===== config.mk =====
export PLATFORM = sky130hd
export DESIGN_NAME = tt_um_jimktrains_vslc_exec_param_flat
export DESIGN_NICKNAME = d
export VERILOG_FILES = /design/src/rtl/vslc_pkg.sv /design/src/rtl/vslc_if.sv /design/src/rtl/vslc_timer_gen.sv /design/src/rtl/tt_um_jimktrains_vslc_exec_param.sv /design/src/flat_wrapper.sv
export SDC_FILE = /design/constraint.sdc
export NUM_CORES = 1
export LEC_CHECK = 0
export CORE_UTILIZATION = 35
export CTS_BUF_LIST = sky130_fd_sc_hd__clkbuf_8
export CTS_CLUSTER_DIAMETER = 120
export DETAILED_ROUTE_END_ITERATION = 10
export PLACE_DENSITY = 0.52
export SYNTH_ARGS = -nofsm -noshare
export SYNTH_HDL_FRONTEND = slang
export SYNTH_SLANG_ARGS = --single-unit

===== constraint.sdc =====
create_clock -name clk -period 6.1 [get_ports clk]
set_input_delay 0.915 -clock clk [delete_from_list [all_inputs] [get_ports clk]]
set_output_delay 0.915 -clock clk [all_outputs]
set_load 0.03 [all_outputs]

===== src/rtl/vslc_pkg.sv =====
// vslc_pkg: opcode fields, stack sub-ops, executor states and reset timer periods
package vslc_pkg;
  localparam logic [1:0] GRP_IO = 2'd0, GRP_SFR = 2'd1, GRP_LOGIC = 2'd2, GRP_EXT = 2'd3;
  localparam logic [1:0] OP_PUSH = 2'd0, OP_POP = 2'd1, OP_SET = 2'd2, OP_RST = 2'd3;
  localparam logic [1:0] LG_TOS = 2'd0, LG_POP2 = 2'd1, LG_NOP = 2'd2, LG_PUSH = 2'd3;
  localparam logic [3:0] SK_CLR = 4'd0, SK_SETALL = 4'd1, SK_SWAP = 4'd2, SK_ROT = 4'd3, SK_EOS = 4'd4;
  localparam int RST_PERIOD_A = 2;
  localparam int RST_PERIOD_B = 3;
  typedef enum logic [1:0] {EXEC, OP_LO, OP_HI} state_t;
endpackage


===== src/rtl/vslc_if.sv =====
// vslc_if: instruction byte stream between fetcher and executor
interface vslc_if;
  logic valid;
  logic ready;
  logic [7:0] instr;
  modport master(output valid, output instr, input ready);
  modport slave(input valid, input instr, output ready);
endinterface


===== src/rtl/vslc_timer_gen.sv =====
// vslc_timer_gen: square wave high period_a ticks then low period_b ticks while enabled
module vslc_timer_gen #(
  parameter int W = 10
) (
  input  logic         clk,
  input  logic         rst,
  input  logic         en,
  input  logic [W-1:0] period_a,
  input  logic [W-1:0] period_b,
  output logic         out
);
  logic [W-1:0] cnt;
  logic [W-1:0] lim;
  logic ph;
  assign lim = ph ? period_a : period_b;
  assign out = en & ph;
  // a zero period still ends the phase after one tick because cnt+1 >= 0 always holds
  always_ff @(posedge clk or posedge rst)
    if (rst) begin
      cnt <= '0;
      ph <= 1'b1;
    end else if (!en) begin
      cnt <= '0;
      ph <= 1'b1;
    end else if (cnt + W'(1) >= lim) begin
      cnt <= '0;
      ph <= ~ph;
    end else cnt <= cnt + W'(1);
endmodule


===== src/rtl/tt_um_jimktrains_vslc_exec_param.sv =====
// tt_um_jimktrains_vslc_exec_param: VSLC bit-stack PLC executor with IO/SFR, logic LUT, edges and timers
module tt_um_jimktrains_vslc_exec_param
  import vslc_pkg::*;
#(
  parameter int STACK_DEPTH = 16,
  parameter int IO_W = 8,
  parameter int NUM_TIMERS = 2,
  parameter int TIMER_W = 10
) (
  input  logic                   clk,
  input  logic                   rst,
  vslc_if.slave                  bus,
  input  logic [IO_W-1:0]        ui_in,
  output logic [IO_W-1:0]        uo_out,
  output logic [STACK_DEPTH-1:0] stack_o,
  output logic [5:0]             depth_o,
  output logic                   ovf_o,
  output logic                   unf_o,
  output logic                   scan_done_o
);
  localparam int D = STACK_DEPTH;
  localparam logic [5:0] DMAX = 6'(D);
  state_t state, state_n;
  logic [D-1:0] stk, stk_n;
  logic [5:0] dep, dep_n;
  logic ovf, ovf_n, unf, unf_n, done, done_n;
  logic [7:0] uo, uo_n, lo, lo_n, ui8, prev8, sfr;
  logic [IO_W-1:0] prev, prev_n;
  logic [3:0] ten, ten_n, tout, lut;
  logic [2:0] sel, sel_n, r;
  logic [1:0] op, need;
  logic acc, ld, tos, nos, hos, lf, wv, push, pop, put, pb;
  assign bus.ready = ~rst;
  assign acc = bus.valid & bus.ready;
  assign ld = acc && state == OP_HI;
  assign ui8 = 8'(ui_in);
  assign prev8 = 8'(prev);
  assign r = bus.instr[2:0];
  assign op = bus.instr[5:4];
  assign lut = bus.instr[3:0];
  assign tos = stk[0];
  assign nos = stk[1];
  assign hos = stk[2];
  assign lf = lut[2'd3 - {nos, tos}];
  assign wv = op == OP_POP ? tos : op == OP_SET;
  assign uo_out = uo[IO_W-1:0];
  assign stack_o = stk;
  assign depth_o = dep;
  assign ovf_o = ovf;
  assign unf_o = unf;
  assign scan_done_o = done;
  always_comb
    for (int t = 0; t < 4; t++) begin
      sfr[2*t] = ten[t];
      sfr[2*t+1] = tout[t];
    end
  always_comb begin
    state_n = state;
    stk_n = stk;
    dep_n = dep;
    ovf_n = ovf;
    unf_n = unf;
    done_n = 1'b0;
    uo_n = uo;
    ten_n = ten;
    prev_n = prev;
    lo_n = lo;
    sel_n = sel;
    push = 1'b0;
    pop = 1'b0;
    put = 1'b0;
    pb = 1'b0;
    need = 2'd0;
    if (acc && state == OP_LO) begin
      lo_n = bus.instr;
      state_n = OP_HI;
    end else if (ld) state_n = EXEC;
    else if (acc) begin
      if (!bus.instr[7]) begin
        if (op == OP_PUSH) begin
          push = 1'b1;
          pb = bus.instr[6] ? sfr[r] : bus.instr[3] ? uo[r] : ui8[r];
        end else begin
          pop = 1'b1;
          need = 2'd1;
          if (op == OP_POP || tos) begin
            if (bus.instr[6]) begin
              if (!r[0]) ten_n[r[2:1]] = wv;
            end else if (32'(r) < IO_W) uo_n[r] = wv;
          end
        end
      end else if (bus.instr[7:6] == GRP_LOGIC) begin
        need = op == LG_NOP ? 2'd0 : 2'd2;
        push = op == LG_PUSH;
        pb = lf;
        pop = op == LG_POP2;
        put = op == LG_TOS || op == LG_POP2;
      end else if (!bus.instr[5]) begin
        push = 1'b1;
        pb = prev8[r] == bus.instr[4] && ui8[r] == ~bus.instr[4];
      end else if (!bus.instr[4]) begin
        if (bus.instr[3]) begin
          state_n = OP_LO;
          sel_n = r;
        end
      end else begin
        case (lut)
          SK_CLR: begin
            stk_n = '0;
            dep_n = '0;
            ovf_n = 1'b0;
            unf_n = 1'b0;
          end
          SK_SETALL: begin
            stk_n = '1;
            dep_n = DMAX;
          end
          SK_SWAP: begin
            need = 2'd2;
            stk_n[1:0] = {tos, nos};
          end
          SK_ROT: begin
            need = 2'd3;
            stk_n[2:0] = {tos, hos, nos};
          end
          SK_EOS: begin
            prev_n = ui_in;
            done_n = 1'b1;
          end
          default: ;
        endcase
      end
    end
    if (push) begin
      stk_n = {stk[D-2:0], pb};
      dep_n = dep == DMAX ? dep : dep + 6'd1;
      ovf_n = ovf | dep == DMAX;
    end
    if (pop) begin
      stk_n = {1'b0, stk[D-1:1]};
      dep_n = dep == '0 ? dep : dep - 6'd1;
    end
    if (put) stk_n[0] = lf;
    if (dep < 6'(need)) unf_n = 1'b1;
    // bits above the live depth are always kept 0 so missing operands read as 0
    for (int i = 0; i < D; i++) if (6'(i) >= dep_n) stk_n[i] = 1'b0;
  end
  always_ff @(posedge clk or posedge rst)
    if (rst) begin
      state <= EXEC;
      stk <= '0;
      dep <= '0;
      ovf <= 1'b0;
      unf <= 1'b0;
      done <= 1'b0;
      uo <= '0;
      ten <= '0;
      prev <= '0;
      lo <= '0;
      sel <= '0;
    end else begin
      state <= state_n;
      stk <= stk_n;
      dep <= dep_n;
      ovf <= ovf_n;
      unf <= unf_n;
      done <= done_n;
      uo <= uo_n;
      ten <= ten_n;
      prev <= prev_n;
      lo <= lo_n;
      sel <= sel_n;
    end
  for (genvar g = 0; g < 4; g++) begin : g_tmr
    if (g < NUM_TIMERS) begin : g_on
      logic [TIMER_W-1:0] per_a, per_b;
      always_ff @(posedge clk or posedge rst)
        if (rst) begin
          per_a <= TIMER_W'(RST_PERIOD_A);
          per_b <= TIMER_W'(RST_PERIOD_B);
        end else if (ld && sel[1:0] == 2'(g)) begin
          if (sel[2]) per_b <= {bus.instr[TIMER_W-9:0], lo};
          else per_a <= {bus.instr[TIMER_W-9:0], lo};
        end
      vslc_timer_gen #(.W(TIMER_W)) u_tmr (
        .clk(clk),
        .rst(rst),
        .en(ten[g]),
        .period_a(per_a),
        .period_b(per_b),
        .out(tout[g])
      );
    end else begin : g_off
      assign tout[g] = 1'b0;
    end
  end
endmodule


===== src/flat_wrapper.sv =====
// flat-port wrapper written by rule: the top's interface ports become plain ports
module tt_um_jimktrains_vslc_exec_param_flat import vslc_pkg::*;
#(
  parameter int STACK_DEPTH = 16,
  parameter int IO_W = 8,
  parameter int NUM_TIMERS = 2,
  parameter int TIMER_W = 10
)
  (clk, rst, ui_in, uo_out, stack_o, depth_o, ovf_o, unf_o, scan_done_o, bus_valid, bus_instr, bus_ready);
  vslc_if bus_i ();
  input  logic clk;
  input  logic rst;
  input  logic [IO_W-1:0] ui_in;
  output logic [IO_W-1:0] uo_out;
  output logic [STACK_DEPTH-1:0] stack_o;
  output logic [5:0] depth_o;
  output logic ovf_o;
  output logic unf_o;
  output logic scan_done_o;
  input wire logic [$bits(bus_i.valid)-1:0] bus_valid;
  input wire logic [$bits(bus_i.instr)-1:0] bus_instr;
  output wire logic [$bits(bus_i.ready)-1:0] bus_ready;
  assign bus_i.valid = bus_valid;
  assign bus_i.instr = bus_instr;
  assign bus_ready = bus_i.ready;
  tt_um_jimktrains_vslc_exec_param #(.STACK_DEPTH(STACK_DEPTH), .IO_W(IO_W), .NUM_TIMERS(NUM_TIMERS), .TIMER_W(TIMER_W)) u_core (.clk(clk), .rst(rst), .bus(bus_i), .ui_in(ui_in), .uo_out(uo_out), .stack_o(stack_o), .depth_o(depth_o), .ovf_o(ovf_o), .unf_o(unf_o), .scan_done_o(scan_done_o));
endmodule

==> results.toml, run 1 <==
[placed_design]
placed_cell_area_um2 = 7680
port_buffers = 52
dp_slack_ns = 1.96
dp.cells = 912
place.gp.congestion = 0.844
dpl.hpwl_um = 12000

[synth]
yosysTopAreaCell = "dfrtp_1"
avgSynthCellArea_um2 = 11.2
synth_top_family_by_area = "multiplexers"
synth_edf_count = 0
synth_mux_area_share_pct = 18.3
synthCells = 622
yosys.area_share.simple_pct = 14.2
synth_nets = 667
yosysSeqAreaShare_pct = 43.4
yosysUniqueCellTypes = 80
ys.flop_type = "dfrtp_1"
synth_common_cells = "dfrtp_1 (112), mux2_2 (78), nand2_1 (39)"
synthXorXnorAreaFrac_pct = 2.25
synthesis.area_um2 = 6940
synth_most_common_cell = "dfrtp_1"
synth_area_leaders = "dfrtp_1 (40%), mux2_2 (13%), ha_1 (4.7%)"
synth_async_sr_flop_share_pct = 100
synth_seq_cells = 120
yosysWarnings = 0
synth_adder_area_share_pct = 4.69
synth_compound_area_share_pct = 14.4
synth_top_area_share_pct = 40.4

[drt]
drt_iter0_markers = 423
wl_per_cell_um = 18.3
dr.pass1.iters = 5
vias_per_cell = 5.54
ant_nets = 0
finalWirelength_um = 17200
routed-via-count = 5232
drc = 0

[clock_network]
path_clk_slew_ns = 0.07
clockRootBuffer = "clkbuf_8"
cts_buffers = 17
ctsHtreeMaxLevel = 4
cts_setup_buffers = 0
cts.sinks = 120
clock_latency_ns = 0.43
cts_tree = "built"
cts_resized = 0
cts_buffer_depth = 2
ctsHoldBuffers = 0

[global_route]
antenna_found_initial = 0
grt_max_degree = 62
grt_pass1_vias = 5320
grtUsageTotal_pct = 18.0
grt_pass1_wl_um = 28300
grt_overflow_total = 0

[min_path]
hold_path.class = "reg -> reg"

[power_and_ir_drop]
seqPwrFrac_pct = 39.1
ir_worst_vdd_uv = 161
intPower_mw = 1.70
p_leak_nw = 3.57
pwr_density_cell_nw_per_um2 = 327
combPwrFrac_pct = 30.3
power_frac_clock_pct = 30.5
switching_share_pct = 36.1
p_switching_mw = 0.959

[critical_path]
cp_common_cell = "clkdlybuf4s50_1"
startpoint_type = "primary input"
path_class = "in -> out"
crit_arrival_ns = 2.93
crit_path_cell_trace = "clkdlybuf4s50_1 > inv_4 > clkdlybuf4s50_1"
crit_buf_inv = 3
crit_required_ns = 5.18
r2r_slack_ns = 3.14
cp-end-kind = "output port"
critPathSlowestCell = "clkdlybuf4s50_1"
cp_max_fo = 61
critical_path.top_delay_family = "buffers and inverters"
max_stage_delay_ns = 0.82

[timing]
hold_viol = 0
rsz0062_at_grt = "false"
fin_skew_ns = 0.0102
max_clock_freq_mhz = 260
worst_slew_pin_slew_ns = 1.35
period_share_pct = 63.1
period_minus_slack_ns = 3.85
slew_viol_final = 0
setup_slack_ns = 2.25
setup-tns-final_ns = 0
slew_headroom_pct = 9.27
finalSetupViolCount = 0

[final_layout]
antenna_cells = 0
area_growth_pct = 17.2
drive_gt1_share_pct = 23.6
final_cells = 944
final_area_um2 = 8130
fin_nets = 711

[die]
start_util_pct = 35.6
fp-row-count = 51
core_um2 = 19500
dieArea_um2 = 20400
die-width_um = 143
ios = 53
dieHeight_um = 143

[job]
cap_violations = 0

[outcome]
outcome = "finished, final reports clean"
## placed cells by master, fill, tap and decap left out, drive strengths merged, types with 22 or more instances in the layout
master	n
clkdlybuf4s50	52
dfrtp	112
ha	26
mux2	78
mux2i	23
nand2	39
nand3	27
nor2	35
nor2b	22
o21ai	23
## cell type report
cell class                      count  area (um2)
Inverter                           10        40.0
Fill cell                        1869       11300
Timing Repair Buffer               58         566
Clock inverter                     14         196
Clock buffer                       18         248
Sequential cell                   120        3010
Tap cell                          265         332
Multi-Input combinational cell    459        3730
## per-layer routing
| metal | track usage, % | up-vias | wire [um] |
|---|---|---|---|
| met5 | 0 | - | 0 |
| met4 | 6.40 | 0 | 221 |
| met3 | 3.42 | 20 | 678 |
| met2 | 29.9 | 139 | 8350 |
| met1 | 23.5 | 2664 | 8000 |
| li1 | - | 2409 | - |
## stage by stage
step	power, mW	util [%]	hold WS, ns
after floorplan	1.60	-	0.449
after global placement	1.85	39.5	0.473
after detailed placement	1.86	39.5	0.475
after CTS	2.68	41.8	0.492
after global routing	2.80	41.8	0.521
final	2.66	41.8	0.489
## registers in the layout, indices dropped and copies added (netlist names)
register                     flops
u_core.g_tmr.g_on.u_tmr.cnt     20
u_core.uo_out                    8
u_core.stack_o                  16
u_core.g_tmr.g_on.per_a         20
u_core.g_tmr.g_on.u_tmr.ph       2
u_core.scan_done_o               1
u_core.prev                      8
u_core.state                     2
u_core.ovf_o                     1
u_core.depth_o                   6
u_core.lo                        8
u_core.ten                       4
u_core.g_tmr.g_on.per_b         20
u_core.unf_o                     1
u_core.sel                       3
## path summary, 6_finish.rpt
kind,start,endpoint,cells past startpoint
setup reg to reg,u_core.state[0]$_DFFE_PP0P_,u_core.stack_o[12]$_DFFE_PP0P_,7
hold / removal,u_core.g_tmr[1].g_on.per_b[8]$_DFFE_PP0P_,u_core.g_tmr[1].g_on.per_b[8]$_DFFE_PP0P_,2
max in group asynchronous,rst,u_core.g_tmr[0].g_on.per_b[8]$_DFFE_PP0P_,3
setup / recovery,rst,bus_ready,3
hold reg to reg,u_core.g_tmr[1].g_on.per_b[8]$_DFFE_PP0P_,u_core.g_tmr[1].g_on.per_b[8]$_DFFE_PP0P_,2
min in group asynchronous,rst,u_core.g_tmr[0].g_on.u_tmr.cnt[9]$_DFF_PP0_,2
## kinds of logic (layout without fill, tap and decap cells)
family,after synthesis,after routing
adder cells (fa/ha/maj),26,26
flip-flops,120,120
AO/OA/AOI/OAI,128,128
XOR/XNOR,17,17
multiplexers,108,108
buffers and inverters,43,100
AND/OR/NAND/NOR,180,180
## power groups by stage
stage / Combinational [mW] / Sequential (mW) / Clock (mW)
4_1_cts: 0.807 / 1.04 / 0.833
6_report: 0.805 / 1.04 / 0.812
2_1_floorplan: 0.521 / 1.08 / 0
5_1_grt: 0.876 / 1.06 / 0.868
3_5_place_dp: 0.804 / 1.05 / 0
3_3_place_gp: 0.798 / 1.05 / 0
## worst register-to-register path, delay by kind of cell, from the launching register on
kind / cells / cell delay (ns)
flops: 1 / 0.46
simple gates: 1 / 1.14
compound gates: 5 / 0.99
xor+xnor: 1 / 0.24
Power figures use the tool's default switching activity.
==> run 2: changes to the inputs <==
- PLACE_DENSITY: 0.52 -> 0.54
- clock period: 6.1 -> 3.5 ns (I/O delays scaled with it)
==> run 2 against run 1 <==
  * Die area stayed put
  * Core utilization is 0.64 points higher
  * Count of clock-buffer cells in the layout grew 1
  * First-iteration DRC count fell by 2.4%
  * Global-route usage is 0.77 points higher
  * Non-clock buffer count increased by 25
  * Clock skew hardly changed
  * Worst setup slack got worse by 1.7 ns
  * Critical path depth grew 5
  * Sequential power is 74% higher
  * Design area increased by 1.5%
==> results.toml, run 2 (synthesis results as in run 1) <==
[clock_network]
clockRootBuffer = "clkbuf_8"
cts_buffer_depth = 2
cts_resized = 0
path_clk_slew_ns = 0.07
cts_setup_buffers = 0
cts_buffers = 17
ctsHtreeMaxLevel = 4
clock_latency_ns = 0.44
cts_tree = "built"
ctsHoldBuffers = 0
cts.sinks = 120

[final_layout]
final_area_um2 = 8250
final_cell_mix = "dfrtp_1 (112), mux2_2 (78), clkdlybuf4s50_1 (52), nand2_1 (39), nor2_1 (31)"
drive_gt1_share_pct = 26.3
antenna_cells = 0
final_cells = 969
final_core_utilization_pct = 42.4
fin_nets = 736
area_growth_pct = 18.9
layout_commonest_cell = "dfrtp_1"
reg_top3 = "u_core.g_tmr.g_on.per_a: 20 flops, u_core.g_tmr.g_on.per_b: 20 flops, u_core.g_tmr.g_on.u_tmr.cnt: 20 flops"

[global_route]
grt_overflow_total = 0
grt_pass1_vias = 5460
grt_max_degree = 121
antenna_found_initial = 0
grtUsageTotal_pct = 18.8
grt_pass1_wl_um = 29400

[critical_path]
crit_path_cell_trace = "inv_1 > ha_1 > nor4b_2 > and2_1 > o32ai_1 > o22a_1 > nor4_4 > a22oi_1"
crit_required_ns = 3.80
cp_max_fo = 11
crit_buf_inv = 1
critical_path.top_delay_family = "simple AND/OR/NAND/NOR gates"
max_stage_delay_ns = 0.55
critPathSlowestCell = "dfrtp_1"
startpoint_type = "flip-flop"
crit_arrival_ns = 3.22
cp-end-kind = "flip-flop"
path_class = "reg -> reg"

[job]
cap_violations = 0

[placed_design]
port_buffers = 52
dp.cells = 937
dpl.hpwl_um = 12700
placed_cell_area_um2 = 7890
place.gp.congestion = 0.924
dp_slack_ns = 0.324

[die]
dieArea_um2 = 20400
start_util_pct = 35.6
fp-row-count = 51
dieHeight_um = 143
ios = 53
core_um2 = 19500
die-width_um = 143

[power_and_ir_drop]
power_mw = 4.45
p_leak_nw = 3.65
ir_worst_vdd_uv = 275
pwr_density_cell_nw_per_um2 = 539

[drt]
ant_nets = 0
wl_per_cell_um = 18.4
vias_per_cell = 5.48
dr.pass1.iters = 6
drc = 0
routed-via-count = 5311
finalWirelength_um = 17800
drt_iter0_markers = 413

[timing]
hold_viol = 0
fin_skew_ns = 0.00981
slew_headroom_pct = 48.7
period_minus_slack_ns = 2.91
rsz0062_at_grt = "false"
setup-tns-final_ns = 0
slew_viol_final = 0
period_share_pct = 83.3
setup_slack_ns = 0.585
whs_ns = 0.489
max_clock_freq_mhz = 343
worst_slew_pin_slew_ns = 0.768
finalSetupViolCount = 0

[min_path]
hold_path.class = "reg -> reg"

[outcome]
outcome = "finished, final reports clean"
## run 2: cell types whose count changed in the layout (fill, tap and decap cells not counted), moves of 2 or more
cell / delta
buf_4: +24
clkinv_2: +4
clkinvlp_4: +4
bufinv_16: -3
clkinv_4: -3
inv_6: -2
## run 2: layout make-up
class	instances	area (um2)
fill	1850	11200
tap	265	332
inverter	10	41.3
clock inverter	13	105
timing repair buffer	83	766
clock buffer	19	262
sequential	120	3010
multi-input combinational	459	3730
## run 2: worst register-to-register path, stage by stage, from the launching register on
cell and delay, ns:
dfrtp_1 0.55, inv_1 0.16, ha_1 0.20, nor4b_2 0.50, and2_1 0.29, o32ai_1 0.11
o22a_1 0.33, nor4_4 0.49, a22oi_1 0.15
## run 2: path summary, 6_finish.rpt
path                                                           startpoint                                          end  slack, ns  depth (start not counted)
min in group asynchronous                                             rst  u_core.g_tmr[1].g_on.u_tmr.cnt[7]$_DFF_PP0_       0.86                          4
worst min register to register  u_core.g_tmr[1].g_on.per_b[8]$_DFFE_PP0P_    u_core.g_tmr[1].g_on.per_b[8]$_DFFE_PP0P_       0.49                          2
worst min-delay path            u_core.g_tmr[1].g_on.per_b[8]$_DFFE_PP0P_    u_core.g_tmr[1].g_on.per_b[8]$_DFFE_PP0P_       0.49                          2
worst max-delay path                          u_core.depth_o[0]$_DFF_PP0_                u_core.stack_o[1]$_DFFE_PP0P_       0.59                          8
worst max register to register                u_core.depth_o[0]$_DFF_PP0_                u_core.stack_o[1]$_DFFE_PP0P_       0.59                          8
max in group asynchronous                                             rst    u_core.g_tmr[0].g_on.per_b[9]$_DFFE_PP0P_       2.08                          4
## run 2: where the power goes
part	switching, mW	internal (mW)	leakage [nW]
sequential	0.251	1.56	1.61
combinational	0.831	0.627	1.85
clock	0.589	0.590	0.181
total	1.67	2.78	3.65
## run 2: routing by layer
metal	GRT usage, %	up-vias	part of all wire, %	wire [um]
met4	6.96	0	2.5	437
met2	29.8	157	46	8270
met1	24.6	2664	46	8270
li1	-	2454	-	-
met5	0	-	0	0
met3	4.96	36	4.6	810
